==> src/rtl/systolic_seq_ctrl.sv <==
// Pass sequencer for the systolic array: clear, kernel load, settle gap, execute, drain, done.
// All outputs are registered from the next state so they line up with the state they belong to.
module systolic_seq_ctrl #(
  parameter int unsigned col     = 8,
  parameter int unsigned row     = 8,
  parameter int unsigned num_act = 36,
  parameter int unsigned addr_bw = 11
) (
  input  logic               clk,
  input  logic               reset,
  input  logic               start,
  input  logic               mode_in,
  input  logic               abort,
  output logic               busy,
  output logic               done,
  output logic               mode,
  output logic [1:0]         inst_w,
  output logic               array_reset,
  output logic               w_cen,
  output logic [addr_bw-1:0] w_addr,
  output logic               a_cen,
  output logic [addr_bw-1:0] a_addr
);

  localparam int unsigned LOAD_MAX = 2 * col;
  localparam int unsigned DRAIN_LEN = row + col;
  localparam int unsigned MAX_LEN =
    (LOAD_MAX > DRAIN_LEN) ? ((LOAD_MAX > num_act) ? LOAD_MAX : num_act)
                           : ((DRAIN_LEN > num_act) ? DRAIN_LEN : num_act);
  localparam int unsigned CNT_W = $clog2(MAX_LEN + 1);

  typedef enum logic [2:0] {
    S_IDLE  = 3'd0,
    S_CLEAR = 3'd1,
    S_LOAD  = 3'd2,
    S_GAP   = 3'd3,
    S_EXEC  = 3'd4,
    S_DRAIN = 3'd5,
    S_DONE  = 3'd6
  } state_t;

  state_t             state_q, state_d;
  logic [CNT_W-1:0]   cnt_q, cnt_d;
  logic [CNT_W-1:0]   load_last;
  logic               abort_hit;

  logic               busy_d, done_d, mode_d, array_reset_d, w_cen_d, a_cen_d;
  logic [1:0]         inst_w_d;
  logic [addr_bw-1:0] w_addr_d, a_addr_d;

  assign load_last = mode ? CNT_W'(2 * col - 1) : CNT_W'(col - 1);

  // State and output registers
  always_ff @(posedge clk or posedge reset) begin
    if (reset) begin
      state_q     <= S_IDLE;
      cnt_q       <= '0;
      busy        <= 1'b0;
      done        <= 1'b0;
      mode        <= 1'b0;
      inst_w      <= 2'b00;
      array_reset <= 1'b0;
      w_cen       <= 1'b1;
      w_addr      <= '0;
      a_cen       <= 1'b1;
      a_addr      <= '0;
    end else begin
      state_q     <= state_d;
      cnt_q       <= cnt_d;
      busy        <= busy_d;
      done        <= done_d;
      mode        <= mode_d;
      inst_w      <= inst_w_d;
      array_reset <= array_reset_d;
      w_cen       <= w_cen_d;
      w_addr      <= w_addr_d;
      a_cen       <= a_cen_d;
      a_addr      <= a_addr_d;
    end
  end

  // Next state; abort overrides every non-idle transition
  always_comb begin
    state_d   = state_q;
    abort_hit = 1'b0;
    case (state_q)
      S_IDLE:  if (start) state_d = S_CLEAR;
      S_CLEAR: state_d = S_LOAD;
      S_LOAD:  if (cnt_q == load_last) state_d = S_GAP;
      S_GAP:   if (cnt_q == CNT_W'(col - 1)) state_d = S_EXEC;
      S_EXEC:  if (cnt_q == CNT_W'(num_act - 1)) state_d = S_DRAIN;
      S_DRAIN: if (cnt_q == CNT_W'(DRAIN_LEN - 1)) state_d = S_DONE;
      S_DONE:  state_d = S_IDLE;
      default: state_d = S_IDLE;
    endcase
    if (abort && (state_q != S_IDLE)) begin
      state_d   = S_IDLE;
      abort_hit = 1'b1;
    end
    cnt_d = (state_d != state_q) ? '0 : cnt_q + CNT_W'(1);
  end

  // Output values for the coming cycle; inst_w trails the SRAM strobes by one cycle
  always_comb begin
    busy_d        = (state_d != S_IDLE);
    done_d        = (state_d == S_DONE);
    mode_d        = mode;
    array_reset_d = (state_d == S_CLEAR) || abort_hit;
    w_cen_d       = 1'b1;
    w_addr_d      = w_addr;
    a_cen_d       = 1'b1;
    a_addr_d      = a_addr;
    inst_w_d      = abort_hit ? 2'b00 : {~a_cen, ~w_cen};
    if ((state_q == S_IDLE) && start) mode_d = mode_in;
    if (state_d == S_LOAD) begin
      w_cen_d  = 1'b0;
      w_addr_d = addr_bw'(cnt_d);
    end
    if (state_d == S_EXEC) begin
      a_cen_d  = 1'b0;
      a_addr_d = addr_bw'(cnt_d);
    end
  end

endmodule

==> config.mk <==
export PLATFORM = sky130hd
export DESIGN_NAME = systolic_seq_ctrl
export DESIGN_NICKNAME = d
export VERILOG_FILES = /design/src/rtl/systolic_seq_ctrl.sv
export SDC_FILE = /design/constraint.sdc
export NUM_CORES = 1
export LEC_CHECK = 0
export ABC_AREA = 1
export BUFFER_PORTS_ARGS = -buffer_cell sky130_fd_sc_hd__buf_2
export CELL_PAD_IN_SITES_DETAIL_PLACEMENT = 1
export CELL_PAD_IN_SITES_GLOBAL_PLACEMENT = 1
export CORE_MARGIN = 8
export CORE_UTILIZATION = 35
export DETAILED_ROUTE_END_ITERATION = 10
export PLACE_DENSITY_LB_ADDON = 0.1
export SLEW_MARGIN = 30
export SYNTH_ARGS = -nofsm -noshare
export SYNTH_HDL_FRONTEND = slang
export SYNTH_SLANG_ARGS = --single-unit
==> constraint.sdc <==
create_clock -name clk -period 1.63 [get_ports clk]
set_clock_uncertainty 0.1 [all_clocks]
set_input_delay 0.163 -clock clk [delete_from_list [all_inputs] [get_ports clk]]
set_output_delay 0.163 -clock clk [all_outputs]
set_load 0.03 [all_outputs]
# == Yosys cells after proc, flatten, opt, wreduce, memory -nomap -nowiden ==
# Cells that the tools add are included.
# totals
register_bits,29
latch_bits,0
mem_bits_rw,0
rom_bits,0
in_bits,5
wordCells,47
memories,0
# op_classes
addsub,1
multipliers,0
n_div,0
n_lt_le_gt_ge,0
n_eq_ne,14
n_shift,0
muxes,13
n_bitwise,2
n_reduce_logical,6
# op_table
op,n
two-way mux 3 bit,6
case mux 3 bit (6 select lines),1
equality test 3 bit (second input constant),4
equality test 3 x 2 -> 1 bit (second input constant),3
adder 6 x 1 -> 6 bit (second input constant),1
equality test 3 x 1 -> 1 bit (second input constant),2
equality test 6 x 3 -> 1 bit (second input constant),1
equality test 6 x 4 -> 1 bit,1
equality test 6 x 4 -> 1 bit (second input constant),1
equality test 6 bit (second input constant),1
two-way mux 6 bit,1
nonzero test 3 bit,2
two-way mux 4 bit,1
logical NOT 3 bit,1
two-way mux 1 bit,3
inequality test 3 bit,1
logical AND 1 bit,2
two-way mux 2 bit,1
NOT 1 bit,2
logical OR 1 bit,1

# == Logic depth before layout (Yosys ltp) ==
# logic_depth
ltp_word,7
mapped_depth,14
depth_no_buf,13

# == Least setup slack after synthesis ==
# Ideal clock, no wire load.
# synth_timing
path_kind,reg2reg
start,register cnt_q[0]
end,register w_addr[1]
setup_time_ns,0.118
t_arrival_ns,1.523
path_slack_ns,-0.111
path_stages_with_launch,14
path_buffers,0
synth_period_minus_slack_ns,1.741
cell_sequence,dfrtp_1 > ha_1 > nand2_1 > inv_1 > nand3_1 > nand2_2 > nand3_2 > nand2_1 > inv_1 > nand2_1 > nor2_4 > inv_2 > nand2_1 > nand2_1
# synth_via
elab_chain_cells,6
elab_cells_between_ends,14
cone_classes,add/sub (1); eq/ne (6); mux (7)
# synth_rtl
element,line,source
from (decl),43,"logic [CNT_W-1:0] cnt_q, cnt_d;"
from (signal assigned),69,cnt_q <= cnt_d;
"equality test 6 x 4 -> 1 bit, or another cell as far along",92,S_DRAIN: if (cnt_q == CNT_W'(DRAIN_LEN - 1)) state_d = S_DONE;
two-way mux 3 bit (on tied branches),--,
case mux 3 bit (6 select lines) *,86,case (state_q)
two-way mux 3 bit *,96,if (abort && (state_q != S_IDLE)) begin
net state_d[1],42,"state_t state_q, state_d;"
inequality test 3 bit,100,cnt_d = (state_d != state_q) ? '0 : cnt_q + CNT_W'(1);
two-way mux 6 bit,100,
to (signal assigned),76,w_addr <= w_addr_d;
to (decl),20,"output logic [addr_bw-1:0] w_addr,"
# Mark *: on every way through the listed nets, which the timed path passes. The rest lies on a longest branch.
# A chain may end at the register's enable or synchronous reset.

# == Worst setup path after layout ==
# layout_timing
start,register cnt_q[0]
end,register a_addr[5]
# layout_via
elab_chain_cells,6
elab_cells_between_ends,14
cone_classes,add/sub (1); eq/ne (6); mux (7)
# layout_rtl
element,line,source
"equality test 6 x 4 -> 1 bit, or another cell as far along",92,
two-way mux 3 bit (on tied branches),--,
case mux 3 bit (6 select lines),86,
two-way mux 3 bit,96,
inequality test 3 bit,100,
two-way mux 6 bit,100,
to (signal assigned),78,a_addr <= a_addr_d;
to (decl),22,output logic [addr_bw-1:0] a_addr
# Parallel ways exist; a longest one is shown, timed or not.

==> flow_summary_export.csv <==
group,metric,value,unit
hold_path,hold_class,"in -> reg",
routing,vias,1408,
sta,hold_ws,0.151,ns
placed_design,dpl.cell_count,284,
routing,viasPerCell,4.62,
floorplan,dieArea,0.00674,mm2
global_routing,met2_usage,27.5,%
critical_path,end_kind,"flip-flop",
routing,drtAntennaViolNets,0,
critical_path,worstPathMaxFanout,6,
global_routing,grt_pass1_vias,1574,
critical_path,cp_data_arrival_time,2.02,ns
layout,antenna_cells,0,
global_routing,use_met1,17.6,%
floorplan,die_h,82.1,um
sta,final_hold_viol_count,0,
clock_network,clk_latency,0.28,ns
global_routing,antenna_found_initial,0,
placed_design,placed_area,0.00188,mm2
routing,drt-total-wl,4800,um
power,finalPower,3830,uW
floorplan,design.core.area,0.00429,mm2
hold_path,worstHoldStart,"start",
flow_run,drv_cap,0,
power,clkPwrFrac,15.6,%
sta,finalCritPeriodShare,117,%
floorplan,fp-row-count,24,
layout,fin_cells,305,
yosys,syn_area_per_cell,8.32,um2
layout,nNetsFinal,259,
sta,rsz0062_at_grt,"yes",
layout,area_delta_synth_final,50.4,%
global_routing,use_met3,4.00,%
critical_path,critPathKind,"reg -> reg",
layout,layout_commonest_cell,"nand2_1",
layout,n_fill_cell,506,
sta,slew_viol_final,0,
power,leakagePower,0.00123,uW
routing,wl_per_cell,15.7,um
yosys,synth_seq_cells,29,
critical_path,path_cells,"buf_4, ha_4, nand3_4, nor2_2, nand2_1, nand3_4, buf_6, nor3_4, buf_6, nand4_1, nand2_1",
clock_network,cts.sinks,29,
critical_path,cp.required,1.75,ns
sta,post-route-min-period,1.91,ns
sta,fin_ws,-0.277,ns
clock_network,cts_made_buffers,5,
yosys,ys_types,24,
floorplan,die_w,82.1,um
floorplan,io_pins,35,
power,ir_drop,0.666,mV
critical_path,crit-reg2reg-capture,"a_addr[5]",
sta,fmax,0.524,GHz
power,pwr-share-seq,24.0,%
clock_network,root_buffer,"clkbuf_8",
status,status,"complete, but fails checks",
yosys,syn_inst,184,
power,p_sw,1780,uW
layout,final_area,0.00230,mm2
floorplan,start_util,35.6,%
yosys,netlist_area,0.00153,mm2
critical_path,rrSetupSlack,-0.28,ns
global_routing,grt_max_degree,30,
yosys,seq_area_frac_synth,47.6,%
global_routing,track_usage,15.4,%
power,pwr-share-comb,60.3,%
hold_path,hold_depth,4,
critical_path,slowest_stage,"dfrtp_1",
clock_network,cts_tree,"built",
clock_network,path_clk_slew,0.08,ns
layout,mostFrequentLayoutCells,"nand2_1 (33), buf_4 (31), dfrtp_1 (26), buf_2 (24), nand2_2 (15)",
routing,drtIter0Drc,44,
status,violations,"setup timing",
hold_path,min_to,"array_reset",
critical_path,r2r-start,"cnt_q[0]",
clock_network,cts_buffer_depth,2,
global_routing,grt_pass1_wl,7910,um
critical_path,startpoint_type,"flip-flop",
power,swShare,46.6,%
layout,drive_gt1_share,53.8,%
placed_design,io_buffers,24,
routing,drt-pass1-iter-count,4,
global_routing,top_usage_layer,"met2",
clock_network,htree_levels,2,
global_routing,grt-ovfl-total,0,
yosys,yosys_warnings,0,
sta,setup_viol,20,
power,power.internal,2040,uW
critical_path,critical-path-max-stage-delay,0.40,ns
critical_path,rr_worst_depth,11,
placed_design,gp_congestion,0.791,
routing,drc,0,
placed_design,hpwl,3350,um
power,p_per_area,1660,mW/mm2
critical path, delay by kind of cell (launching register included):
family / cells / cell delay, ns
simple gates: 7 / 0.75
buf+inv: 3 / 0.43
flops: 1 / 0.40
fa+ha+maj: 1 / 0.17
state kept, by name (all words and copies together) (netlist names):
register     cells
a_addr           6
cnt_q            6
w_addr           6
state_q          3
inst_w           2
a_cen            1
array_reset      1
busy             1
done             1
mode             1
w_cen            1
synth_stat cells:
cell      n  area (um2)
xnor2_1   1        8.76
nor2_2    3        18.8
a21oi_1   1        5.00
nor3_4    1        16.3
nand3_1  11        55.1
dfstp_2   2        52.6
nand3_2   2        20.0
nor2_1   19        71.3
nor2_4    3        33.8
inv_2     5        18.8
nor3_2    1        10.0
dfrtp_1  27         676
o21ai_0   2        10.0
inv_1    21        78.8
buf_6     2        22.5
nand2_2   7        43.8
buf_4    10        75.1
nand4_1  12        75.1
ha_1      2        25.0
o21ai_1   1        5.00
conb_1    1        3.75
nand2_1  47         176
xor2_1    2        17.5
mux2_2    1        11.3
how the worst max path moves through the flow:
stage / start / endpoint / slack (ns)
finish: cnt_q[0] / a_addr[5] / -0.28
global route: cnt_q[0] / a_addr[5] / -0.34
CTS: cnt_q[1] / a_addr[5] / -0.26
detailed placement: cnt_q[1] / cnt_q[1] / -0.39
global placement: cnt_q[0] / cnt_q[4] / -0.25
floorplan: cnt_q[0] / w_addr[1] / -0.07
stage by stage:
step	utilization (%)	setup slack, ns	TNS (ns)
after floorplan	-	-0.0749	-0.903
after global placement	43.7	-0.255	-4.03
after detailed placement	43.7	-0.394	-5.78
after CTS	50.7	-0.261	-4.36
after global routing	53.6	-0.345	-6.12
final	53.6	-0.277	-4.22
what timing repair did:
item,in CTS,in global routing
pin swaps,18,22
gates cloned,2,0
setup buffers,7,4
hold endpoints to repair,28,0
resized for setup,29,37
hold buffers,2,0
setup endpoints to repair,20,21
power by group through the flow:
stage	Sequential [uW]	Clock (uW)	Combinational [uW]
after floorplan	1090	0	941
after global placement	922	0	1510
after detailed placement	931	0	1560
after CTS	920	613	2200
after global routing	937	650	2470
final	920	598	2310
metal layers:
metal,routed length [um],vias up
li1,-,688
met1,2010,683
met2,2470,32
met3,263,5
met4,55,0
met5,0,-
area by class of cell:
cell class	instances	area [um2]	area share, %
sequential	29	729	31.7
clock buffer	5	68.8	2.99
timing repair buffer	63	440	19.1
multi-input combinational	127	877	38.1
clock inverter	3	17.5	0.761
inverter	26	103	4.46
tap	52	65.1	2.83
cells by family (layout without fill, tap and decap cells):
group / count (synthesis) / after routing / synth area share [%]
AOI/OAI and AO/OA: 4 / 4 / 1.31
xor gates and xnor gates: 3 / 3 / 1.72
adders and majority gates: 2 / 2 / 1.64
buffers and inverters: 38 / 97 / 12.8
DFF: 29 / 29 / 47.6
muxes: 1 / 1 / 0.736
other: 1 / 10 / 0.245
and+or+nand+nor: 106 / 107 / 34.0
(Power assumes the default switching activity.)
